File: config.mk
export PLATFORM = sky130hd
export DESIGN_NAME = lpc_io_decoder
export DESIGN_NICKNAME = d
export VERILOG_FILES = /design/src/rtl/lpc_pkg.sv /design/src/rtl/lpc_io_decoder.sv
export SDC_FILE = /design/constraint.sdc
export NUM_CORES = 1
export LEC_CHECK = 0
export CAP_MARGIN = 0
export CORE_ASPECT_RATIO = 1.2
export CORE_MARGIN = 2
export CORE_UTILIZATION = 50
export CTS_CLUSTER_SIZE = 30
export DETAILED_ROUTE_END_ITERATION = 6
export GPL_TIMING_DRIVEN = 1
export HOLD_SLACK_MARGIN = 0.08
export PLACE_DENSITY_LB_ADDON = 0.05
export RECOVER_POWER = 100
export SYNTH_ARGS = -nofsm -noshare
export SYNTH_HDL_FRONTEND = slang
export SYNTH_SLANG_ARGS = --single-unit
File: constraint.sdc
create_clock -name LpcClock -period 5.7 [get_ports LpcClock]
set_input_delay 1.425 -clock LpcClock [delete_from_list [all_inputs] [get_ports LpcClock]]
set_output_delay 1.425 -clock LpcClock [all_outputs]
set_load 0.02 [all_outputs]
File: src/rtl/lpc_pkg.sv
// Shared definitions for the LPC I/O target front end: FSM state encoding,
// LPC cycle-type and protocol nibble values, and the window-hit helper.
package lpc_pkg;

   // Target FSM states; encodings kept fixed for waveform compatibility
   typedef enum logic [2:0] {
      ST_IDLE = 3'd0,
      ST_CYC  = 3'd1,
      ST_ADR  = 3'd2,
      ST_WDAT = 3'd3,
      ST_HTAR = 3'd4,
      ST_SYNC = 3'd5,
      ST_RDAT = 3'd6,
      ST_PTAR = 3'd7
   } lpcState_t;

   // CYCTYPE + DIR nibble values decoded by this target
   localparam logic [3:0] LPC_IO_RD    = 4'b0000;
   localparam logic [3:0] LPC_IO_WR    = 4'b0010;

   // Protocol nibbles
   localparam logic [3:0] LPC_START    = 4'h0;
   localparam logic [3:0] LPC_SYNC_RDY = 4'h0;
   localparam logic [3:0] LPC_TAR      = 4'hF;

   // Window hit: upper 11 address bits match, low 5 bits select the register
   function automatic logic addrHit(input logic [10:0] addrHi,
                                    input logic [10:0] baseHi);
      return addrHi == baseHi;
   endfunction

endpackage

File: src/rtl/lpc_io_decoder.sv
// LPC I/O target front end. Decodes host I/O read/write cycles that hit a
// 32-byte window at BASE_ADDR and answers with SYNC, TAR and read data.
// Presents a register offset plus one-clock Wr/Rd strobes to the register
// file. The LAD pad tristate is built one level up from LadOut/LadOe.
module lpc_io_decoder
   import lpc_pkg::*;
#(
   parameter logic [15:0] BASE_ADDR = 16'h0800
) (
   input  logic       LpcClock,
   input  logic       PciReset,
   input  logic       LFRAME_N,
   input  logic [3:0] LadIn,
   output logic [3:0] LadOut,
   output logic       LadOe,
   input  logic [7:0] RdData,
   output logic [7:0] Addr,
   output logic       Wr,
   output logic [7:0] DataWrSW,
   output logic       Rd
);

   lpcState_t   state;
   logic [1:0]  nibCnt;
   logic        isWrite;
   logic [11:0] addrSh;
   logic [7:0]  wrSh;
   logic [7:0]  rdSh;
   logic        frameAbort;

   // LFRAME# low outside IDLE terminates whatever cycle is in flight
   assign frameAbort = (state != ST_IDLE) && !LFRAME_N;

   // Protocol sequencer; every output is registered here
   always_ff @(posedge LpcClock) begin
      if (PciReset) begin
         state    <= ST_IDLE;
         nibCnt   <= '0;
         isWrite  <= 1'b0;
         addrSh   <= '0;
         wrSh     <= '0;
         rdSh     <= '0;
         LadOe    <= 1'b0;
         LadOut   <= LPC_TAR;
         Addr     <= '0;
         Wr       <= 1'b0;
         DataWrSW <= '0;
         Rd       <= 1'b0;
      end else begin
         Wr <= 1'b0;
         Rd <= 1'b0;
         if (frameAbort) begin
            LadOe  <= 1'b0;
            LadOut <= LPC_TAR;
            nibCnt <= '0;
            state  <= (LadIn == LPC_START) ? ST_CYC : ST_IDLE;
         end else begin
            case (state)
               ST_IDLE: begin
                  if (!LFRAME_N && (LadIn == LPC_START))
                     state <= ST_CYC;
               end

               ST_CYC: begin
                  nibCnt <= '0;
                  if (LadIn == LPC_IO_RD) begin
                     isWrite <= 1'b0;
                     state   <= ST_ADR;
                  end else if (LadIn == LPC_IO_WR) begin
                     isWrite <= 1'b1;
                     state   <= ST_ADR;
                  end else begin
                     state   <= ST_IDLE;
                  end
               end

               ST_ADR: begin
                  addrSh <= {addrSh[7:0], LadIn};
                  nibCnt <= nibCnt + 2'd1;
                  if (nibCnt == 2'd3) begin
                     nibCnt <= '0;
                     // Full address is {addrSh, LadIn}; A[15:5] is addrSh[11:1]
                     if (addrHit(addrSh[11:1], BASE_ADDR[15:5])) begin
                        Addr  <= {3'b000, addrSh[0], LadIn};
                        state <= isWrite ? ST_WDAT : ST_HTAR;
                     end else begin
                        state <= ST_IDLE;
                     end
                  end
               end

               ST_WDAT: begin
                  if (nibCnt == 2'd0) begin
                     wrSh[3:0] <= LadIn;
                     nibCnt    <= 2'd1;
                  end else begin
                     wrSh[7:4] <= LadIn;
                     nibCnt    <= '0;
                     state     <= ST_HTAR;
                  end
               end

               ST_HTAR: begin
                  if (nibCnt == 2'd0) begin
                     nibCnt <= 2'd1;
                  end else begin
                     nibCnt <= '0;
                     LadOe  <= 1'b1;
                     LadOut <= LPC_SYNC_RDY;
                     state  <= ST_SYNC;
                     if (isWrite) begin
                        Wr       <= 1'b1;
                        DataWrSW <= wrSh;
                     end else begin
                        Rd   <= 1'b1;
                        rdSh <= RdData;
                     end
                  end
               end

               ST_SYNC: begin
                  nibCnt <= '0;
                  if (isWrite) begin
                     LadOut <= LPC_TAR;
                     state  <= ST_PTAR;
                  end else begin
                     LadOut <= rdSh[3:0];
                     state  <= ST_RDAT;
                  end
               end

               ST_RDAT: begin
                  if (nibCnt == 2'd0) begin
                     LadOut <= rdSh[7:4];
                     nibCnt <= 2'd1;
                  end else begin
                     LadOut <= LPC_TAR;
                     nibCnt <= '0;
                     state  <= ST_PTAR;
                  end
               end

               ST_PTAR: begin
                  // F was driven on the clock entering PTAR; release now
                  LadOe  <= 1'b0;
                  LadOut <= LPC_TAR;
                  nibCnt <= '0;
                  state  <= ST_IDLE;
               end

               default: begin
                  LadOe  <= 1'b0;
                  LadOut <= LPC_TAR;
                  state  <= ST_IDLE;
               end
            endcase
         end
      end
   end

endmodule

After elaboration in Yosys (flattened, before gate mapping). Cells that the tools add are included.

Register bits after elaboration: 54. Input bits: 15. Output and inout bits: 23. Word-level logic and storage cells: 85.

$add $sub $neg: 1. Equality and inequality tests: 16. Mux-type cells: 26. Bitwise logic cells: 4. Reductions and logical operators: 25.

Operators by type and width (count): $mux 3 (8); $pmux 3 s8 (1); $pmux 4 s4 (1); $ne 3x3->1 const B (5); $eq 3x3->1 const B (4); $mux 4 (3); $reduce_and 4->1 (3); $eq 11x7->1 const B (1); $reduce_and 3->1 (3); $mux 1 (8); $eq 3x2->1 const B (2); $mux 2 (3); $pmux 2 s3 (1); $reduce_and 2->1 (3); $reduce_bool 3->1 (2); $reduce_or 3->1 (2); $reduce_and 5->1 (1); $eq 4x2->1 const B (1); $logic_not 4->1 (1); $not 1->1 (4); $reduce_bool 2->1 (2); $reduce_bool 4->1 (1); $reduce_or 4->1 (1); $eq 3x1->1 const B (1); 9 further kinds (10).

Depth between registers and ports, before layout. Gate-level depths: netlist of the first run.

Depth after elaboration: 5. Mapped depth: 7. Depth with buffers taken out: 6.

Least setup slack after synthesis of the first run. No wires, ideal clock.

Path type: input-to-reg. Start point: in LFRAME_N. End point: reg Addr[0]. Setup time: 128 ps. Arrival: 2376 ps. Required time: 5572 ps. Path slack: 3197 ps. Stages on the path: 4. Buffers on the path: 0. Cell sequence: nand4bb_1 > nor4_4 > mux2i_1 > nor2_1.

Longest elaborated chain between the ends: 4.

RTL lines: start, declared (line lpc_io_decoder.sv:12) `input logic LFRAME_N,`; $logic_not 1->1 (line lpc_io_decoder.sv:32) `assign frameAbort = (state != ST_IDLE) && !LFRAME_N;`; $logic_and 1x1->1 (line lpc_io_decoder.sv:32); $not 1->1 (no source line); $reduce_and 4->1 (no source line); end signal, assigned (line lpc_io_decoder.sv:84) `Addr <= {3'b000, addrSh[0], LadIn};`; end, declared (line lpc_io_decoder.sv:17) `output logic [7:0] Addr,`.

Every way passes these cells. A chain may end at the register's enable or synchronous reset.

Worst setup path in the final report of the first run.
Start point: in LFRAME_N. End point: reg Addr[2].

Same word-level chain as after synthesis.

==> results by group, run 1 <==
Routing
  • Post-route ant nets: 0
  • Drt drc: 0
  • Via total after detailed routing: 1,873
  • First drt pass iteration count: 4
  • Avg Vias per Cell: 5.43
  • Total Wirelength: 4710 µm
  • Wirelength per Cell: 13.7 µm
  • Iter 0 DRT Violations: 86

Final layout
  • # fillers: 435
  • Ant. Diodes: 0
  • Core Util, Final: 61.2%
  • Cell area after layout: 2790 µm²
  • NumNets Final: 303
  • Share of cells above drive strength 1: 4.88%
  • Sequential cell area: 1080 µm²
  • Layout area overhead: 18.3%
  • Multi-input logic area: 1160 µm²

GRT
  • Initial antenna violation count: 0
  • Vias in the first global route: 1,683
  • GR Util All Layers: 19.4%
  • GR peak layer: met2
  • Largest net degree at the start of global routing: 53
  • Wire length of the first global-routing pass: 7960 µm
  • Gr ovfl total: 0
  • Met2 Resource Use GR: 30.9%
  • Met3 GRT Util: 4.53%
  • Met1 usage in global routing: 25.6%

Clock network
  • Hold buffers post-CTS: 0
  • CTS tree: yes
  • Reg clk slew, reported paths: 100 ps
  • Setup bufs post-CTS: 0
  • Sinks on Clock Net: 54
  • CTS Buffer Depth: 2
  • Clock latency on the worst-skew pair: 310 ps
  • Clock buffer count from CTS: 5
  • Clock Tree Root: clkbuf_8
  • Post-CTS sizing: 0
  • H-tree depth: 2

Yosys
  • Most common flop cell mapped by yosys: dfxtp_1
  • Sequential share of the synthesized area: 45.8%
  • Area share of the largest cell type after synthesis: 45.8%
  • Leading area contributor after synthesis: dfxtp_1
  • FFs w/ async S/R, synth: 0%
  • Synth cell count leaders: dfxtp_1, nor2_1, nand2_1, mux2i_1, clkbuf_1
  • Post-synth EDFFs: 0
  • Top area cells in the synthesized netlist: dfxtp_1, mux2i_1, nor2_1
  • Cell with the most instances after synthesis: dfxtp_1
  • Synth Instances: 263
  • Mapped cell area: 2360 µm²
  • Avg Inst Size Synth: 8.97 µm²
  • Synth cell types: 45
  • Yosys reg bits: 54
  • Yosys warning count: 0

Flow run
  • MaxCap Viol Count: 1

Floorplan
  • Core Box Area: 4560 µm²
  • # IOs: 38
  • Initial core utilization: 51.7%
  • Die Y-Extent: 79.3 µm
  • Die ar.: 5290 µm²
  • Die X: 66.7 µm
  • Rows: 27

Min path
  • Hold Crit Class: reg -> reg
  • Hold Path Stages: 1

Setup path
  • Worst path required time: 5820 ps
  • R2R depth: 4
  • CP max FO: 15
  • CP arrival: 4230 ps
  • CP startpoint kind: input port
  • Worst setup EP type: flop
  • Setup CP Type: in -> reg

Timing
  • Final Setup Violations: 0
  • Slew headroom: -49.6%
  • Worst Max-Slew Pin Slew: 2240 ps
  • Final Max Tran Viols: 53
  • Period utilization: 72.1%
  • Hold Vio Cnt, Final: 0
  • Setup Skew: 2.72 ps
  • WHS: 473 ps
  • Final min period: 4110 ps
  • Setup TNS: 0 ps
  • RSZ-0062 raised after global routing: no
  • Max Clock Freq: 0.243 GHz

Pwr
  • Tot Pwr: 0.695 mW
  • Peak supply drop: 160 µV
  • Leakage: 1.10 nW
  • PwrDens: 249 nW/µm²

Place
  • DP Area: 2700 µm²
  • Count of input and output buffers: 34
  • Post-detail-place hpwl: 3170 µm
  • GPL Wtd Cong: 0.737

Outcome
  • Status: finished, violations left
  • Failing checks: max-capacitance violations, max-slew violations
## kinds of logic (layout without fill, tap and decap cells)
group	count (synthesis)	after routing	synth area share (%)
other	1	3	0.159
AO/OA/AOI/OAI	38	38	10.6
buffers and inverters	25	47	4.51
flip-flops	54	54	45.8
adder cells (fa/ha/maj)	2	2	1.06
multiplexers	32	32	13.6
AND/OR/NAND/NOR	111	111	24.2
## layout by cell type, fill, tap and decap left out, types with 4 or more instances in the layout
| cell type | n |
|---|---|
| a211o_1 | 4 |
| a21oi_1 | 12 |
| clkbuf_8 | 6 |
| clkdlybuf4s50_1 | 12 |
| dfxtp_1 | 54 |
| dlygate4sd3_1 | 22 |
| inv_1 | 4 |
| mux2i_1 | 31 |
| nand2_1 | 32 |
| nor2_1 | 44 |
| nor2b_1 | 6 |
| nor3_1 | 5 |
| o21ai_0 | 5 |
| o22ai_1 | 4 |
## worst max-delay path, cell delays in order
cell           delay (ps)
dlygate4sd3_1         830
nand4bb_1             510
nor4_1               1130
mux2i_1               270
nor2_1                 60
## cell type report
class,instances,share of cell area [%]
clock inverter,2,1.39
timing repair buffer,35,12.3
tap,58,2.60
sequential,54,38.7
clock buffer,6,2.96
inverter,4,0.538
multi-input combinational,186,41.5
## layer usage
metal	routed length [µm]	vias up	share of wire, %
li1	-	949	-
met1	2270	888	48
met2	2230	31	47
met3	177	5	3.8
met4	45	0	0.95
met5	0	-	0
## path summary, 6_finish.rpt
kind	slack, ps	to	from
hold reg to reg	470	LadOut[2]$_SDFFE_PP1P_	LadOut[2]$_SDFFE_PP1P_
setup reg to reg	2670	Addr[2]$_SDFFE_PP0P_	state[1]$_SDFFE_PP0P_
setup / recovery	1590	Addr[2]$_SDFFE_PP0P_	LFRAME_N
hold / removal	470	LadOut[2]$_SDFFE_PP1P_	LadOut[2]$_SDFFE_PP1P_
## state kept, by name (all words and copies together) (netlist names)
register	count
nibCnt	2
Addr	5
LadOut	4
addrSh	12
LadOe	1
rdSh	8
DataWrSW	8
isWrite	1
Wr	1
Rd	1
state	3
wrSh	8
## power breakdown
part	internal (mW)	switching, mW	leakage (nW)
Combinational	0.0167	0.0210	0.605
Clock	0.145	0.130	0.0618
Sequential	0.378	0.00386	0.435
Total	0.540	0.155	1.10
## through the flow
step,setup WS (ps),instances
final,1590,345
after global routing,1270,345
after CTS,2180,345
after detailed placement,1850,337
after global placement,1840,337
after floorplan,3200,265
Note: power is estimated with default switching activity, not from simulation.
==> run 2, diff against run 1 <==
==> constraint.sdc (replaced) <==
create_clock -name LpcClock -period 3.8 [get_ports LpcClock]
set_input_delay 0.95 -clock LpcClock [delete_from_list [all_inputs] [get_ports LpcClock]]
set_output_delay 0.95 -clock LpcClock [all_outputs]
set_load 0.02 [all_outputs]
==> results by group, run 2 (synthesis results as in run 1) <==
Pwr
  • Leakage: 1.10 nW (-0.46%)
  • PwrDens: 351 nW/µm² (+41%)
  • Peak supply drop: 301 µV (+88%)
  • Tot Pwr: 0.980 mW (+41%)

Routing
  • Drt drc: 0 (unchanged)
  • Post-route ant nets: 0 (unchanged)
  • Iter 0 DRT Violations: 106 (+23%)
  • Wirelength per Cell: 13.6 µm (-0.41%)
  • Avg Vias per Cell: 5.32 (-2.1%)
  • Total Wirelength: 4720 µm (+0.17%)
  • Via total after detailed routing: 1,845 (-1.5%)
  • First drt pass iteration count: 4 (unchanged)

Timing
  • Final Setup Violations: 0 (unchanged)
  • Slew headroom: 55.3% (+100 points)
  • Final Max Tran Viols: 0 (-100%)
  • Final min period: 2820 ps
  • Period utilization: 74.2%
  • Worst Max-Slew Pin Slew: 669 ps (-1570 ps)
  • Max Clock Freq: 0.355 GHz
  • Setup Skew: 7.48 ps (+4.76 ps)
  • Hold Vio Cnt, Final: 0 (unchanged)
  • Setup TNS: 0 ps (unchanged)
  • RSZ-0062 raised after global routing: no

Setup path
  • Worst path required time: 3990 ps (-1830 ps)
  • Delay-heaviest family, CP: buffers and inverters
  • CP arrival: 3010 ps (-1220 ps)
  • Worst setup EP type: flop
  • CP max FO: 14 (-1)
  • Critical Path Max Stage Delay: 550 ps (-580 ps)
  • Slowest cell on crit path: dlygate4sd3_1
  • Critical-path cell list: dlygate4sd3_1 -> clkbuf_1 -> nor2b_1 -> and3b_1 -> mux2i_1 -> nor2_1
  • WP buf/inv: 2 (+1)
  • CP startpoint kind: input port
  • Setup CP Type: in -> reg

Final layout
  • Commonest non-fill, non-tap cell in the layout: dfxtp_1
  • Layout area overhead: 18.5% (about the same)
  • Ant. Diodes: 0 (unchanged)
  • Share of cells above drive strength 1: 5.19% (+0.31 points)
  • Most flops, register: addrSh
  • NumNets Final: 305 (+0.66%)
  • Commonest non-fill, non-tap cells in the layout: dfxtp_1, nor2_1, nand2_1
  • Max reg flops: 12 (unchanged)
  • Cell area after layout: 2800 µm² (about the same)
  • Core Util, Final: 61.3% (about the same)

Place
  • GPL Wtd Cong: 0.758 (+2.8%)
  • Post-detail-place hpwl: 3210 µm (+1.2%)
  • DP Area: 2710 µm² (+0.56%)
  • Count of input and output buffers: 34 (unchanged)

Clock network
  • Hold buffers post-CTS: 0 (unchanged)
  • Clock latency on the worst-skew pair: 310 ps (about the same)
  • H-tree depth: 2 (unchanged)
  • CTS tree: yes
  • Sinks on Clock Net: 54 (unchanged)
  • Reg clk slew, reported paths: 110 ps (about the same)
  • Post-CTS sizing: 0 (unchanged)
  • Clock Tree Root: clkbuf_8
  • CTS Buffer Depth: 2 (unchanged)
  • Clock buffer count from CTS: 5 (unchanged)
  • Setup bufs post-CTS: 0 (unchanged)

GRT
  • Wire length of the first global-routing pass: 7750 µm (-2.6%)
  • Gr ovfl total: 0 (unchanged)
  • Vias in the first global route: 1,628 (-3.3%)
  • Initial antenna violation count: 0 (unchanged)
  • GR Util All Layers: 19.1% (-0.23 points)
  • Largest net degree at the start of global routing: 42 (-21%)

Floorplan
  • Rows: 27 (unchanged)
  • Core Box Area: 4560 µm² (unchanged)
  • Die X: 66.7 µm (unchanged)
  • Die Y-Extent: 79.3 µm (unchanged)
  • Initial core utilization: 51.7% (unchanged)
  • # IOs: 38 (unchanged)
  • Die ar.: 5290 µm² (unchanged)

Min path
  • Hold Crit Class: reg -> reg

Outcome
  • Status: finished clean

Flow run
  • MaxCap Viol Count: 0 (-1)
## run 2: cell types whose count changed in the layout (fill, tap and decap cells not counted)
cell and delta:
clkbuf_8 -1, nor4_1 -1, or2_2 -1, clkbuf_1 +1
clkinv_4 +1, inv_8 +1, nor4_4 +1, bufinv_16 -1
buf_4 +1, or2_0 +1
## run 2: final timing paths
path                                start  slack [ps]                       to  depth (start not counted)
hold reg to reg   addrSh[11]$_SDFFE_PP0P_         460  addrSh[11]$_SDFFE_PP0P_                          2
hold / removal    addrSh[11]$_SDFFE_PP0P_         460  addrSh[11]$_SDFFE_PP0P_                          2
setup / recovery                 LFRAME_N         980     rdSh[5]$_SDFFE_PP0P_                          6
setup reg to reg    state[1]$_SDFFE_PP0P_        1530    state[1]$_SDFFE_PP0P_                          4
## run 2: final cells by class
class                           instances  area, µm²
Timing Repair Buffer                   37        355
Clock buffer                            5       68.8
Multi-Input combinational cell        186       1170
Inverter                                4       15.0
Clock inverter                          3       28.8
Tap cell                               58       72.6
Fill cell                             443       1770
Sequential cell                        54       1080
## run 2: through the flow
step	hold WS (ps)	worst slack, ps	instances
detailed placement	450	1010	339
CTS	465	1340	347
global route	489	847	347
global placement	443	1040	339
finish	465	980	347
floorplan	436	1770	265
## run 2: report_power, final
group          leakage [nW]  switching, mW  internal (mW)
combinational         0.611         0.0322         0.0257
sequential            0.435        0.00581          0.568
clock                0.0506          0.210          0.138
## run 2: metal layers
layer  global-route usage [%]  share of wire, %
met2                     29.3                48
met5                        0                 0
met1                     26.2                49
met3                     5.24               2.6
met4                     5.71               1.1
## run 2: worst reg2reg max path: stages (launching register included)
cell     delay, ps
dfxtp_1        770
or4bb_1        530
or4_4          430
and4_1         200
nor4b_1        250
==> run 3, diff against run 2 <==
==> constraint.sdc (replaced) <==
create_clock -name LpcClock -period 2.9 [get_ports LpcClock]
set_input_delay 0.725 -clock LpcClock [delete_from_list [all_inputs] [get_ports LpcClock]]
set_output_delay 0.725 -clock LpcClock [all_outputs]
set_load 0.02 [all_outputs]
==> results by group, run 3 (synthesis results as in run 1) <==
Timing
  • Hold Vio Cnt, Final: 0 (unchanged)
  • Final min period: 2440 ps
  • Final Setup Violations: 0 (unchanged)
  • Setup TNS: 0 ps (unchanged)
  • Setup Skew: 9.97 ps (+2.50 ps)
  • WHS: 466 ps (+1.43 ps)
  • Worst setup margin: 455 ps (-525 ps)
  • Max Clock Freq: 0.409 GHz
  • Period utilization: 84.3%
  • RSZ-0062 raised after global routing: no
  • Final Max Tran Viols: 0 (unchanged)
  • Slew headroom: 48.3% (-7.0 points)
  • Worst Max-Slew Pin Slew: 769 ps (+99.4 ps)

Clock network
  • H-tree depth: 2 (unchanged)
  • Clock buffer count from CTS: 5 (unchanged)
  • Clock Tree Root: clkbuf_8
  • Sinks on Clock Net: 54 (unchanged)
  • CTS Buffer Depth: 2 (unchanged)
  • Post-CTS sizing: 0 (unchanged)
  • CTS tree: yes
  • Clock latency on the worst-skew pair: 310 ps (about the same)
  • Setup bufs post-CTS: 0 (unchanged)
  • Reg clk slew, reported paths: 100 ps (about the same)
  • Hold buffers post-CTS: 0 (unchanged)

Pwr
  • Peak supply drop: 300 µV (-0.49%)
  • Tot Pwr: 1.36 mW (+39%)
  • PwrDens: 481 nW/µm² (+37%)
  • Leakage: 1.12 nW (+2.5%)

Final layout
  • Layout area overhead: 20.2%
  • Cell area after layout: 2840 µm² (+1.5%)
  • Share of cells above drive strength 1: 6.51% (+1.3 points)
  • Commonest non-fill, non-tap cells in the layout: dfxtp_1, nor2_1, nand2_1
  • NumNets Final: 308 (+0.98%)
  • Layout Cells excl Fill: 350 (+0.86%)
  • # fillers: 418 (-5.6%)
  • Commonest non-fill, non-tap cell in the layout: dfxtp_1
  • Most flops, register: addrSh
  • Core Util, Final: 62.2% (+0.91 points)
  • Ant. Diodes: 0 (unchanged)
  • Max reg flops: 12 (unchanged)

GRT
  • Largest net degree at the start of global routing: 35 (-17%)
  • GR Util All Layers: 19.9% (+0.77 points)
  • Wire length of the first global-routing pass: 8210 µm (+6.0%)
  • Gr ovfl total: 0 (unchanged)
  • Vias in the first global route: 1,747 (+7.3%)
  • Initial antenna violation count: 0 (unchanged)

Floorplan
  • Die ar.: 5290 µm² (unchanged)
  • Rows: 27 (unchanged)
  • Initial core utilization: 51.7% (unchanged)
  • Core Box Area: 4560 µm² (unchanged)
  • Die X: 66.7 µm (unchanged)
  • # IOs: 38 (unchanged)
  • Die Y-Extent: 79.3 µm (unchanged)

Setup path
  • Reg2Reg Setup Slack: 610 ps (-920 ps)
  • CP max FO: 7 (-7)
  • Slowest cell on crit path: nor4_2
  • Worst setup EP type: flop
  • Setup CP Type: in -> reg
  • CP arrival: 2630 ps (-380 ps)
  • Critical-path cell list: dlygate4sd3_1 -> nand4bb_1 -> nor4_2 -> mux2i_1 -> nor2_1
  • R2R Path Start: nibCnt[0]$_SDFFE_PP0P_
  • Worst path required time: 3080 ps (-910 ps)
  • Critical Path Max Stage Delay: 740 ps (+190 ps)
  • CP startpoint kind: input port
  • FF-to-FF End: Addr[4]$_SDFFE_PP0P_
  • R2R depth: 5 (+1)

Routing
  • Total Wirelength: 4770 µm (+1.1%)
  • Avg Vias per Cell: 5.35 (+0.65%)
  • Post-route ant nets: 0 (unchanged)
  • Iter 0 DRT Violations: 129 (+22%)
  • Wirelength per Cell: 13.6 µm (+0.23%)
  • Via total after detailed routing: 1,873 (+1.5%)
  • First drt pass iteration count: 4 (unchanged)
  • Drt drc: 0 (unchanged)

Place
  • Post-detail-place hpwl: 3380 µm (+5.4%)
  • Place WS: 372 ps (-641 ps)
  • Dpl cells: 342 (+0.88%)
  • DP Area: 2730 µm² (+0.83%)
  • GPL Wtd Cong: 0.769 (+1.5%)
  • Count of input and output buffers: 34 (unchanged)

Min path
  • Hold Path End: addrSh[9]$_SDFFE_PP0P_
  • Min-delay src: addrSh[9]$_SDFFE_PP0P_
  • Hold Path Stages: 2 (unchanged)
  • Hold Crit Class: reg -> reg

Outcome
  • Status: finished clean

Flow run
  • MaxCap Viol Count: 0 (unchanged)
## run 3: per-layer routing
| layer | global-route usage (%) | up-vias | part of all wire [%] |
|---|---|---|---|
| met4 | 7.14 | 0 | 1.4 |
| met5 | 0 | - | 0 |
| met2 | 30.2 | 27 | 48 |
| met3 | 4.39 | 7 | 3.0 |
| met1 | 27.6 | 885 | 48 |
| li1 | - | 954 | - |
## run 3: cell type report
type / count / area [µm²] / share of cell area (%)
clock inverters: 2 / 38.8 / 1.37
inverters: 4 / 15.0 / 0.529
well taps: 58 / 72.6 / 2.56
multi-input cells: 186 / 1170 / 41.2
clock buffers: 6 / 82.6 / 2.91
flip-flops and latches: 54 / 1080 / 38.1
repair buffers: 40 / 379 / 13.4
## run 3: power breakdown
group	internal (mW)	leakage [nW]	switching [mW]
combinational	0.0351	0.626	0.0443
clock	0.284	0.0618	0.250
sequential	0.744	0.435	0.00681
total	1.06	1.12	0.301
## run 3: how the worst max path moves through the flow
stage | startpoint | end | slack [ps] | cells past startpoint
after floorplan | addrSh[2]$_SDFFE_PP0P_ | state[1]$_SDFFE_PP0P_ | 1000 | 4
after global placement | LFRAME_N | rdSh[3]$_SDFFE_PP0P_ | 400 | 5
after detailed placement | LFRAME_N | Addr[0]$_SDFFE_PP0P_ | 370 | 5
after CTS | LFRAME_N | Addr[1]$_SDFFE_PP0P_ | 700 | 5
after global routing | LFRAME_N | Addr[1]$_SDFFE_PP0P_ | 280 | 5
final | LFRAME_N | Addr[4]$_SDFFE_PP0P_ | 460 | 5
## run 3: critical path: cells and delay by family
kind / cells / cell delay [ps]
buf+inv: 1 / 670
simple gates: 3 / 960
mux: 1 / 260
